==> src/rtl/fetch_sequencer_if.sv <==
// Fetch/redirect bus between the stage sequencer and the rest of the core.
// master: the sequencer (drives stage, pc, fetch request, counters).
// slave : instruction memory, branch unit and observers.
interface fetch_sequencer_if #(
  parameter int COUNT_W = 16
);
  logic               imem_ready;
  logic               branch_enable;
  logic               jump_enable;
  logic [31:0]        redirect_addr;
  logic [1:0]         stage;
  logic [31:0]        pc;
  logic               imem_req;
  logic [31:0]        imem_addr;
  logic               instr_valid;
  logic [COUNT_W-1:0] taken_count;
  logic               misaligned;

  modport master (
    input  imem_ready, branch_enable, jump_enable, redirect_addr,
    output stage, pc, imem_req, imem_addr, instr_valid, taken_count, misaligned
  );

  modport slave (
    output imem_ready, branch_enable, jump_enable, redirect_addr,
    input  stage, pc, imem_req, imem_addr, instr_valid, taken_count, misaligned
  );
endinterface

==> src/rtl/fetch_sequencer.sv <==
// fetch_sequencer: 4-stage sequencer and PC owner for the multicycle core.
// FETCH waits for imem_ready, then DECODE/EXECUTE/WRITEBACK run one cycle each.
// WRITEBACK commits pc (+4 or redirect) and counts redirects (saturating).
// Optional feature macro: MISALIGN_TRAP_EN -- a redirect to a non word-aligned
// target loads TRAP_VECTOR and pulses misaligned in the following FETCH cycle.
module fetch_sequencer #(
  parameter logic [31:0] RESET_PC    = 32'h0000_0000,
  parameter logic [31:0] TRAP_VECTOR = 32'h0000_0100,
  parameter int          COUNT_W     = 16
) (
  input  logic              clk,
  input  logic              reset,
  fetch_sequencer_if.master bus
);

  typedef enum logic [1:0] {
    S_FETCH  = 2'd0,
    S_DECODE = 2'd1,
    S_EXEC   = 2'd2,
    S_WB     = 2'd3
  } stage_e;

  stage_e             stage_q;
  logic [31:0]        pc_q;
  logic               instr_valid_q;
  logic [COUNT_W-1:0] cnt_q;

  logic               redirect;
  logic [31:0]        pc_d;
  logic [COUNT_W-1:0] cnt_d;
  logic               trap_d;

  assign redirect = bus.branch_enable | bus.jump_enable;

  // Next-PC and counter values, consumed only when leaving WRITEBACK.
  always_comb begin
    pc_d   = pc_q + 32'd4;
    cnt_d  = cnt_q;
    trap_d = 1'b0;
    if (redirect) begin
`ifdef MISALIGN_TRAP_EN
      trap_d = (bus.redirect_addr[1:0] != 2'b00);
      pc_d   = trap_d ? TRAP_VECTOR : bus.redirect_addr;
`else
      pc_d   = {bus.redirect_addr[31:2], 2'b00};
`endif
      // Saturate at all-ones rather than wrapping.
      if (cnt_q != {COUNT_W{1'b1}})
        cnt_d = cnt_q + {{(COUNT_W-1){1'b0}}, 1'b1};
    end
  end

`ifdef MISALIGN_TRAP_EN
  logic misaligned_q;

  // Trap pulse lands in the first FETCH cycle after the faulting redirect.
  always_ff @(posedge clk or posedge reset) begin
    if (reset)
      misaligned_q <= 1'b0;
    else
      misaligned_q <= (stage_q == S_WB) && trap_d;
  end

  assign bus.misaligned = misaligned_q;
`else
  // The low target bits and the trap vector have no use without the trap.
  logic unused_trap;
  assign unused_trap    = ^{bus.redirect_addr[1:0], TRAP_VECTOR, trap_d};
  assign bus.misaligned = 1'b0;
`endif

  // Stage FSM with PC commit and redirect counting in WRITEBACK.
  always_ff @(posedge clk or posedge reset) begin
    if (reset) begin
      stage_q       <= S_FETCH;
      pc_q          <= RESET_PC;
      instr_valid_q <= 1'b0;
      cnt_q         <= '0;
    end else begin
      instr_valid_q <= 1'b0;
      case (stage_q)
        S_FETCH: begin
          if (bus.imem_ready) begin
            stage_q       <= S_DECODE;
            instr_valid_q <= 1'b1;
          end
        end
        S_DECODE: stage_q <= S_EXEC;
        S_EXEC:   stage_q <= S_WB;
        S_WB: begin
          stage_q <= S_FETCH;
          pc_q    <= pc_d;
          cnt_q   <= cnt_d;
        end
        default: stage_q <= S_FETCH;
      endcase
    end
  end

  // Outputs are straight decodes of registers, so they cannot glitch.
  assign bus.stage       = stage_q;
  assign bus.pc          = pc_q;
  assign bus.imem_req    = (stage_q == S_FETCH);
  assign bus.imem_addr   = pc_q;
  assign bus.instr_valid = instr_valid_q;
  assign bus.taken_count = cnt_q;

endmodule

==> src/flat_wrapper.sv <==
// flat-port wrapper written by rule: the top's interface ports become plain ports
module fetch_sequencer_flat 
#(
  parameter logic [31:0] RESET_PC    = 32'h0000_0000,
  parameter logic [31:0] TRAP_VECTOR = 32'h0000_0100,
  parameter int          COUNT_W     = 16
)
  (clk, reset, bus_imem_ready, bus_branch_enable, bus_jump_enable, bus_redirect_addr, bus_stage, bus_pc, bus_imem_req, bus_imem_addr, bus_instr_valid, bus_taken_count, bus_misaligned);
  fetch_sequencer_if #(.COUNT_W(COUNT_W)) bus_i ();
  input  logic clk;
  input  logic reset;
  input wire logic [$bits(bus_i.imem_ready)-1:0] bus_imem_ready;
  input wire logic [$bits(bus_i.branch_enable)-1:0] bus_branch_enable;
  input wire logic [$bits(bus_i.jump_enable)-1:0] bus_jump_enable;
  input wire logic [$bits(bus_i.redirect_addr)-1:0] bus_redirect_addr;
  output wire logic [$bits(bus_i.stage)-1:0] bus_stage;
  output wire logic [$bits(bus_i.pc)-1:0] bus_pc;
  output wire logic [$bits(bus_i.imem_req)-1:0] bus_imem_req;
  output wire logic [$bits(bus_i.imem_addr)-1:0] bus_imem_addr;
  output wire logic [$bits(bus_i.instr_valid)-1:0] bus_instr_valid;
  output wire logic [$bits(bus_i.taken_count)-1:0] bus_taken_count;
  output wire logic [$bits(bus_i.misaligned)-1:0] bus_misaligned;
  assign bus_i.imem_ready = bus_imem_ready;
  assign bus_i.branch_enable = bus_branch_enable;
  assign bus_i.jump_enable = bus_jump_enable;
  assign bus_i.redirect_addr = bus_redirect_addr;
  assign bus_stage = bus_i.stage;
  assign bus_pc = bus_i.pc;
  assign bus_imem_req = bus_i.imem_req;
  assign bus_imem_addr = bus_i.imem_addr;
  assign bus_instr_valid = bus_i.instr_valid;
  assign bus_taken_count = bus_i.taken_count;
  assign bus_misaligned = bus_i.misaligned;
  fetch_sequencer #(.RESET_PC(RESET_PC), .TRAP_VECTOR(TRAP_VECTOR), .COUNT_W(COUNT_W)) u_core (.clk(clk), .reset(reset), .bus(bus_i));
endmodule
==> config.mk <==
export PLATFORM = sky130hd
export DESIGN_NAME = fetch_sequencer_flat
export DESIGN_NICKNAME = d
export VERILOG_FILES = /design/src/rtl/fetch_sequencer_if.sv /design/src/rtl/fetch_sequencer.sv /design/src/flat_wrapper.sv
export SDC_FILE = /design/constraint.sdc
export NUM_CORES = 1
export LEC_CHECK = 0
export BUFFER_PORTS_ARGS = -buffer_cell sky130_fd_sc_hd__buf_4
export CAP_MARGIN = 25
export CORE_MARGIN = 4
export CORE_UTILIZATION = 48
export CTS_BUF_LIST = sky130_fd_sc_hd__clkbuf_16
export CTS_CLUSTER_DIAMETER = 200
export DETAILED_ROUTE_END_ITERATION = 10
export PLACE_DENSITY = 0.79
export RECOVER_POWER = 50
export SLEW_MARGIN = 20
export SYNTH_ARGS = -nofsm -noshare
export SYNTH_HDL_FRONTEND = slang
export SYNTH_SLANG_ARGS = --single-unit
==> constraint.sdc <==
create_clock -name clk -period 2.4 [get_ports clk]
set_clock_uncertainty 0.2 [all_clocks]
set_input_delay 0.12 -clock clk [delete_from_list [all_inputs] [get_ports clk]]
set_output_delay 0.12 -clock clk [all_outputs]
set_load 0.05 [all_outputs]
==> key figures, run 1 <==
Power
  • Peak VDD IR: 0.00105 V
  • Leak: 1.76 nW
  • Pwr dens: 1570 nW/µm²

Global route
  • First-pass GRT wire length: 14.2 mm
  • Largest net degree at the start of global routing: 50
  • GRT Total Usage: 22.5%
  • GRT overflow: 0
  • M2 GR Usage: 39.0%
  • GRT met1 Usage: 29.0%
  • Most crowded layer after global routing: met2
  • Vias in the first global route: 3050
  • M3 GR Usage: 3.96%
  • Initial antenna violation count: 0

Route
  • 1st-pass router iterations: 4
  • Via/cell ratio: 5.82
  • DRC: 0
  • Routed wire per std cell: 16.2 µm
  • Via count: 3211
  • Final Routed Wirelength: 8.93 mm
  • Initial drt markers: 224
  • Final ANT Viol Nets: 0

Die
  • Die footprint: 7940 µm²
  • Row count: 29
  • Die width: 89.1 µm
  • Ports: 122
  • Core area: 6390 µm²
  • Initial Utilization: 49.5%
  • Die height: 89.1 µm

CTS
  • Clock Latency Late Sink: 290 ps
  • Sink Count: 49
  • CTS Buf Count: 5
  • Longest Clk Path Bufs: 2
  • Clock Tree Root: clkbuf_16
  • H-tree Lvls: 2
  • CTS tree: done
  • Worst-path clk slew: 70 ps

Logic synthesis
  • Yosys warns: 0
  • Syn_area_per_cell: 8.63 µm²
  • Area contributors post-synth: dfrtp_1, buf_4, nand2_1, a21oi_1, nand3_1
  • Post-synth top area share: 38.8%
  • Number of synthesized flops with an enable pin: 0
  • FFs w/ async S/R, synth: 100%
  • Mapped Area: 3160 µm²
  • Post-Syn Instances: 366
  • Yosys reg bits: 49
  • Distinct cells, synth: 51
  • Most used flip-flop cell after synthesis: dfrtp_1
  • Area leader, netlist: dfrtp_1
  • Register area share after synthesis: 38.8%

STA
  • RSZ-0062 raised after global routing: no
  • Crit share post-route: 93.2%
  • # setup viols final: 0
  • Final slew viol count: 0
  • Worst slew pin tran: 1240 ps
  • Rel. slew slack: 17.5%
  • Final setup TNS: 0 ps
  • Fin worst setup slack: 164 ps
  • Crit path time final: 2240 ps
  • Min Hold Slack: 19.9 ps
  • Maximum clock rate: 0.447 GHz
  • Hold Fails Final Rpt: 0

Critical path
  • Worst Reg2Reg Path Length in Cells: 5
  • Max incr delay on CP: 520 ps
  • Crit. End Element: register
  • Most used cell, CP: a311oi_1
  • Worst Path Required: 2390 ps
  • Crit path launch type: register
  • Slowest-stage cell, CP: or3_1
  • CP Data Arrival Time: 2220 ps
  • CP Cell Sequence: nand3_2 -> or3_1 -> nor4_4 -> a311oi_1 -> a311oi_1
  • Crit Path Max Fanout: 6
  • Critical path class: reg -> reg

Placement
  • Setup WS pre-CTS: 256 ps
  • I/O Buffers: 114
  • Gpl congestion: 0.843
  • Final HPWL DP: 6.17 mm

Min path
  • Cells on Worst Hold Path: 3
  • Worst hold path class: in -> reg

Cells and area
  • Area occupied by multi-input gates: 1590 µm²
  • P&R area growth vs syn: 29.6%
  • Share of cells above drive strength 1: 18.1%
  • Most common cell after layout, fill and taps aside: buf_4
  • Commonest cells after routing, fill and taps aside: buf_4, clkbuf_1, dfrtp_1, nand2_1, a21oi_1
  • Number of antenna diodes: 0
  • Sequential cell area: 1230 µm²
  • Final #Nets: 516
  • Fillers: 595

Flow run
  • Max-cap violations: 0

Run status
  • Run status: finished clean
==> repair_timing <==
item / 4_1_cts / 5_1_grt
endpoints found under the hold margin: 75 / 0
hold buffers: 25 / 0
gates resized for setup: 0 / 0
endpoints found under the setup margin: 0 / 0
buffers inserted: 0 / 0
==> routing by layer <==
| metal | part of all wire (%) | vias to the layer above | wire (µm) |
|---|---|---|---|
| met1 | 40 | 1539 | 3570 |
| met5 | 0 | - | 0 |
| met2 | 51 | 143 | 4530 |
| li1 | - | 1515 | - |
| met4 | 1.5 | 0 | 138 |
| met3 | 7.7 | 14 | 686 |
==> critical path, delay by kind of cell (launching register included) <==
kind	cells	cell delay (ps)
and+or+nand+nor	3	1080
DFF	1	420
AOI/OAI and AO/OA	2	440
==> cell type report <==
class                      instances  area share [%]
multi-input combinational        261            38.9
inverter                           7           0.642
sequential                        49            30.0
clock buffer                       5            3.06
clock inverter                     3           0.917
timing repair buffer             150            24.1
tap                               77            2.35
==> where the power goes <==
| part | internal (mW) | leakage (nW) | switching [mW] | total (mW) |
|---|---|---|---|---|
| logic | 0.990 | 1.09 | 3.06 | 4.05 |
| clock network | 0.484 | 0.0826 | 0.295 | 0.780 |
| registers | 1.14 | 0.588 | 0.457 | 1.60 |
==> cells in the mapped netlist, drive strengths merged (6+ instances only) <==
master and n:
nor3 8, buf 41, xnor2 7, nor2 24, o21ai 14, nand4 12
a21oi 26, nand3 23, dfrtp 49, a311oi 6, clkbuf 12, and3 11
nand2 37, inv 7, o22ai 11, xor2 8
==> stage by stage <==
stage / power [mW] / utilization (%) / cells / instance area [µm²]
4_1_cts: 6.77 / 67.5 / 552 / 4310
2_1_floorplan: 4.92 / - / 370 / 3180
3_3_place_gp: 5.83 / 61.0 / 519 / 3900
5_1_grt: 6.78 / 64.1 / 552 / 4090
3_5_place_dp: 5.93 / 61.0 / 519 / 3900
6_report: 6.43 / 64.1 / 552 / 4090
==> path summary, 6_finish.rpt <==
check | slack (ps) | to | from
min in group asynchronous | 610 | u_core.bus.stage[0]$_DFFE_PP0P_ | reset
worst max register to register | 160 | u_core.bus.imem_addr[21]$_DFFE_PP0P_ | u_core.bus.imem_addr[11]$_DFFE_PP0P_
worst max-delay path | 160 | u_core.bus.imem_addr[21]$_DFFE_PP0P_ | u_core.bus.imem_addr[11]$_DFFE_PP0P_
max in group asynchronous | 570 | u_core.bus.imem_addr[9]$_DFFE_PP0P_ | reset
worst min-delay path | 20 | u_core.bus.imem_addr[9]$_DFFE_PP0P_ | bus_redirect_addr[9]
worst min register to register | 290 | u_core.bus.taken_count[7]$_DFFE_PP0P_ | u_core.bus.taken_count[7]$_DFFE_PP0P_
==> state kept, by name, indices dropped and copies added (netlist names) <==
| signal | count |
|---|---|
| u_core.bus.imem_addr | 30 |
| u_core.bus.taken_count | 16 |
| u_core.bus.stage | 2 |
| u_core.bus.instr_valid | 1 |
==> cell families after synthesis <==
logic type / after synthesis / synth area share, %
compound gates: 89 / 18.2
xor+xnor: 15 / 4.16
fa+ha+maj: 5 / 1.98
buf+inv: 60 / 11.5
flops: 49 / 38.8
mux: 3 / 1.03
other cells: 1 / 0.119
simple gates: 144 / 24.2
(Power assumes the default switching activity.)
==> run 2: changes to the inputs <==
--- a/config.mk
+++ b/config.mk
@@ -12,6 +12,7 @@
 export CTS_BUF_LIST = sky130_fd_sc_hd__clkbuf_16
 export CTS_CLUSTER_DIAMETER = 200
 export DETAILED_ROUTE_END_ITERATION = 10
+export GPL_TIMING_DRIVEN = 0
 export PLACE_DENSITY = 0.79
 export RECOVER_POWER = 50
 export SLEW_MARGIN = 20
==> run 2 against run 1 <==
Effect of this change:
- clock-buffer cell count stayed put
- cell count is 7.8% higher
- clock power is 2% higher
- wire length is 11% higher
- combinational power is 12% higher
- hold slack better by 11 ps
- sequential share of layout area is 2.2 points lower
- utilization is 5.1 points higher
- via count is 7.3% higher
- maximum frequency is 1.3% lower
- setup slack worse by 30 ps
==> key figures, run 2 (same netlist as run 1, synthesis figures left out) <==
Die
  • Initial Utilization: 49.5% (unchanged)
  • Row count: 29 (unchanged)
  • Core area: 6390 µm² (unchanged)
  • Ports: 122 (unchanged)
  • Die footprint: 7940 µm² (unchanged)
  • Die width: 89.1 µm (unchanged)
  • Die height: 89.1 µm (unchanged)

Global route
  • Largest net degree at the start of global routing: 34 (was 50)
  • Initial antenna violation count: 0 (unchanged)
  • First-pass GRT wire length: 15.7 mm (was 14.2 mm)
  • GRT Total Usage: 25.2% (was 22.5%)
  • GRT overflow: 0 (unchanged)
  • Vias in the first global route: 3341 (was 3050)

Critical path
  • RR Startpoint: u_core.bus.imem_addr[2]$_DFFE_PP0P_ (was u_core.bus.imem_addr[11]$_DFFE_PP0P_)
  • Crit. End Element: register (unchanged)
  • Crit path launch type: register (unchanged)
  • R2R setup slack: 130 ps (was 160 ps)
  • Worst Reg2Reg Path Length in Cells: 6 (was 5)
  • Worst Path Required: 2370 ps (was 2390 ps)
  • CP Data Arrival Time: 2240 ps (was 2220 ps)
  • Crit Path Max Fanout: 9 (was 6)
  • Critical path class: reg -> reg (unchanged)
  • Reg2reg end: u_core.bus.imem_addr[18]$_DFFE_PP0P_ (was u_core.bus.imem_addr[21]$_DFFE_PP0P_)

STA
  • Worst slew pin tran: 848 ps (was 1240 ps)
  • # setup viols final: 0 (unchanged)
  • Fin worst setup slack: 134 ps (was 164 ps)
  • Final slew viol count: 0 (unchanged)
  • Hold Fails Final Rpt: 0 (unchanged)
  • RSZ-0062 raised after global routing: no (unchanged)
  • Maximum clock rate: 0.441 GHz (was 0.447 GHz)
  • Rel. slew slack: 43.5% (was 17.5%)
  • Final setup TNS: 0 ps (unchanged)
  • Crit share post-route: 94.4% (was 93.2%)
  • Min Hold Slack: 31.0 ps (was 19.9 ps)
  • Crit path time final: 2270 ps (was 2240 ps)

Cells and area
  • Share of cells above drive strength 1: 26.6% (was 18.1%)
  • Layout Cells excl Fill: 595 (was 552)
  • Post-layout util: 69.2% (was 64.1%)
  • Commonest cells after routing, fill and taps aside: buf_4, dfrtp_1, clkbuf_1, nand2_1, a21oi_1 (was buf_4, clkbuf_1, dfrtp_1, nand2_1, a21oi_1)
  • P&R area growth vs syn: 40.0% (was 29.6%)
  • Final Cell Area: 4420 µm² (was 4090 µm²)
  • Number of antenna diodes: 0 (unchanged)
  • Final #Nets: 559 (was 516)
  • Number of flip-flops in the largest register: 30 (unchanged)
  • Most common cell after layout, fill and taps aside: buf_4 (unchanged)

Min path
  • Min-delay src: bus_redirect_addr[13] (was bus_redirect_addr[9])
  • Hold Path End: u_core.bus.imem_addr[13]$_DFFE_PP0P_ (was u_core.bus.imem_addr[9]$_DFFE_PP0P_)
  • Worst hold path class: in -> reg (unchanged)
  • Cells on Worst Hold Path: 3 (unchanged)

Route
  • DRC: 0 (unchanged)
  • Routed wire per std cell: 16.6 µm (was 16.2 µm)
  • Via/cell ratio: 5.79 (was 5.82)
  • Initial drt markers: 266 (was 224)
  • Final ANT Viol Nets: 0 (unchanged)
  • Via count: 3444 (was 3211)
  • 1st-pass router iterations: 7 (was 4)
  • Final Routed Wirelength: 9.88 mm (was 8.93 mm)

CTS
  • Sink Count: 49 (unchanged)
  • Longest Clk Path Bufs: 2 (unchanged)
  • Setup bufs post-CTS: 0 (unchanged)
  • CTS Buf Count: 5 (unchanged)
  • H-tree Lvls: 2 (unchanged)
  • CTS tree: done (unchanged)
  • Worst-path clk slew: 70 ps (about the same)
  • Clock Latency Late Sink: 290 ps (about the same)
  • Clock Tree Root: clkbuf_16 (unchanged)

Power
  • Leak: 1.99 nW (was 1.76 nW)
  • Pwr dens: 1580 nW/µm² (was 1570 nW/µm²)
  • Tot Pwr: 6.98 mW (was 6.43 mW)
  • Peak VDD IR: 0.00113 V (was 0.00105 V)

Placement
  • Placed inst area: 4150 µm² (was 3900 µm²)
  • Gpl congestion: 0.888 (was 0.843)
  • Placed Instances: 562 (was 519)
  • Final HPWL DP: 6.99 mm (was 6.17 mm)
  • Setup WS pre-CTS: -3.93 ps (was 256 ps)
  • I/O Buffers: 114 (unchanged)

Flow run
  • Max-cap violations: 0 (unchanged)

Run status
  • Run status: finished clean (unchanged)
run 2: layer usage:
layer / GRT usage, % / wire, µm / vias to the layer above
li1: - / - / 1599
met1: 32.8 / 3830 / 1604
met2: 42.1 / 4730 / 211
met3: 4.06 / 1100 / 30
met4: 9.34 / 222 / 0
met5: 0 / 0 / -
run 2: area by class of cell:
class	count	area (µm²)
buffer	53	342
clock buffer	5	125
inverter	7	26.3
tap	77	96.3
clock inverter	3	37.5
fill	546	1970
multi-input combinational	261	1590
sequential	49	1230
timing repair buffer	140	976
run 2: worst max-delay path by stage:
stage               cells past startpoint                                      to                                  from
global placement                        6  u_core.bus.taken_count[10]$_DFFE_PP0P_       u_core.bus.stage[1]$_DFFE_PP0P_
global route                            5    u_core.bus.imem_addr[27]$_DFFE_PP0P_  u_core.bus.imem_addr[11]$_DFFE_PP0P_
CTS                                     5    u_core.bus.imem_addr[11]$_DFFE_PP0P_       u_core.bus.stage[0]$_DFFE_PP0P_
detailed placement                      6  u_core.bus.taken_count[10]$_DFFE_PP0P_       u_core.bus.stage[1]$_DFFE_PP0P_
finish                                  6    u_core.bus.imem_addr[18]$_DFFE_PP0P_   u_core.bus.imem_addr[2]$_DFFE_PP0P_
floorplan                               6    u_core.bus.imem_addr[22]$_DFFE_PP0P_  u_core.bus.imem_addr[11]$_DFFE_PP0P_
run 2: timing repair:
action                                  4_1_cts  5_1_grt
hold endpoints to repair                     75        0
gates resized for setup                       1        8
endpoints found under the setup margin        2       22
hold buffers                                 25        0
run 2: power breakdown:
group,internal [mW],total [mW],switching [mW],leakage (nW)
Combinational,1.39,4.52,3.13,1.32
Clock,0.485,0.792,0.307,0.0826
Sequential,1.14,1.67,0.526,0.588
Total,3.02,6.98,3.97,1.99
run 2: worst max-delay path: stages (launching register included):
cell and delay (ps):
dfrtp_1 510, ha_1 350, and4_1 320, nand2_1 230
nor2_1 270, and4_1 230, nor3_1 50
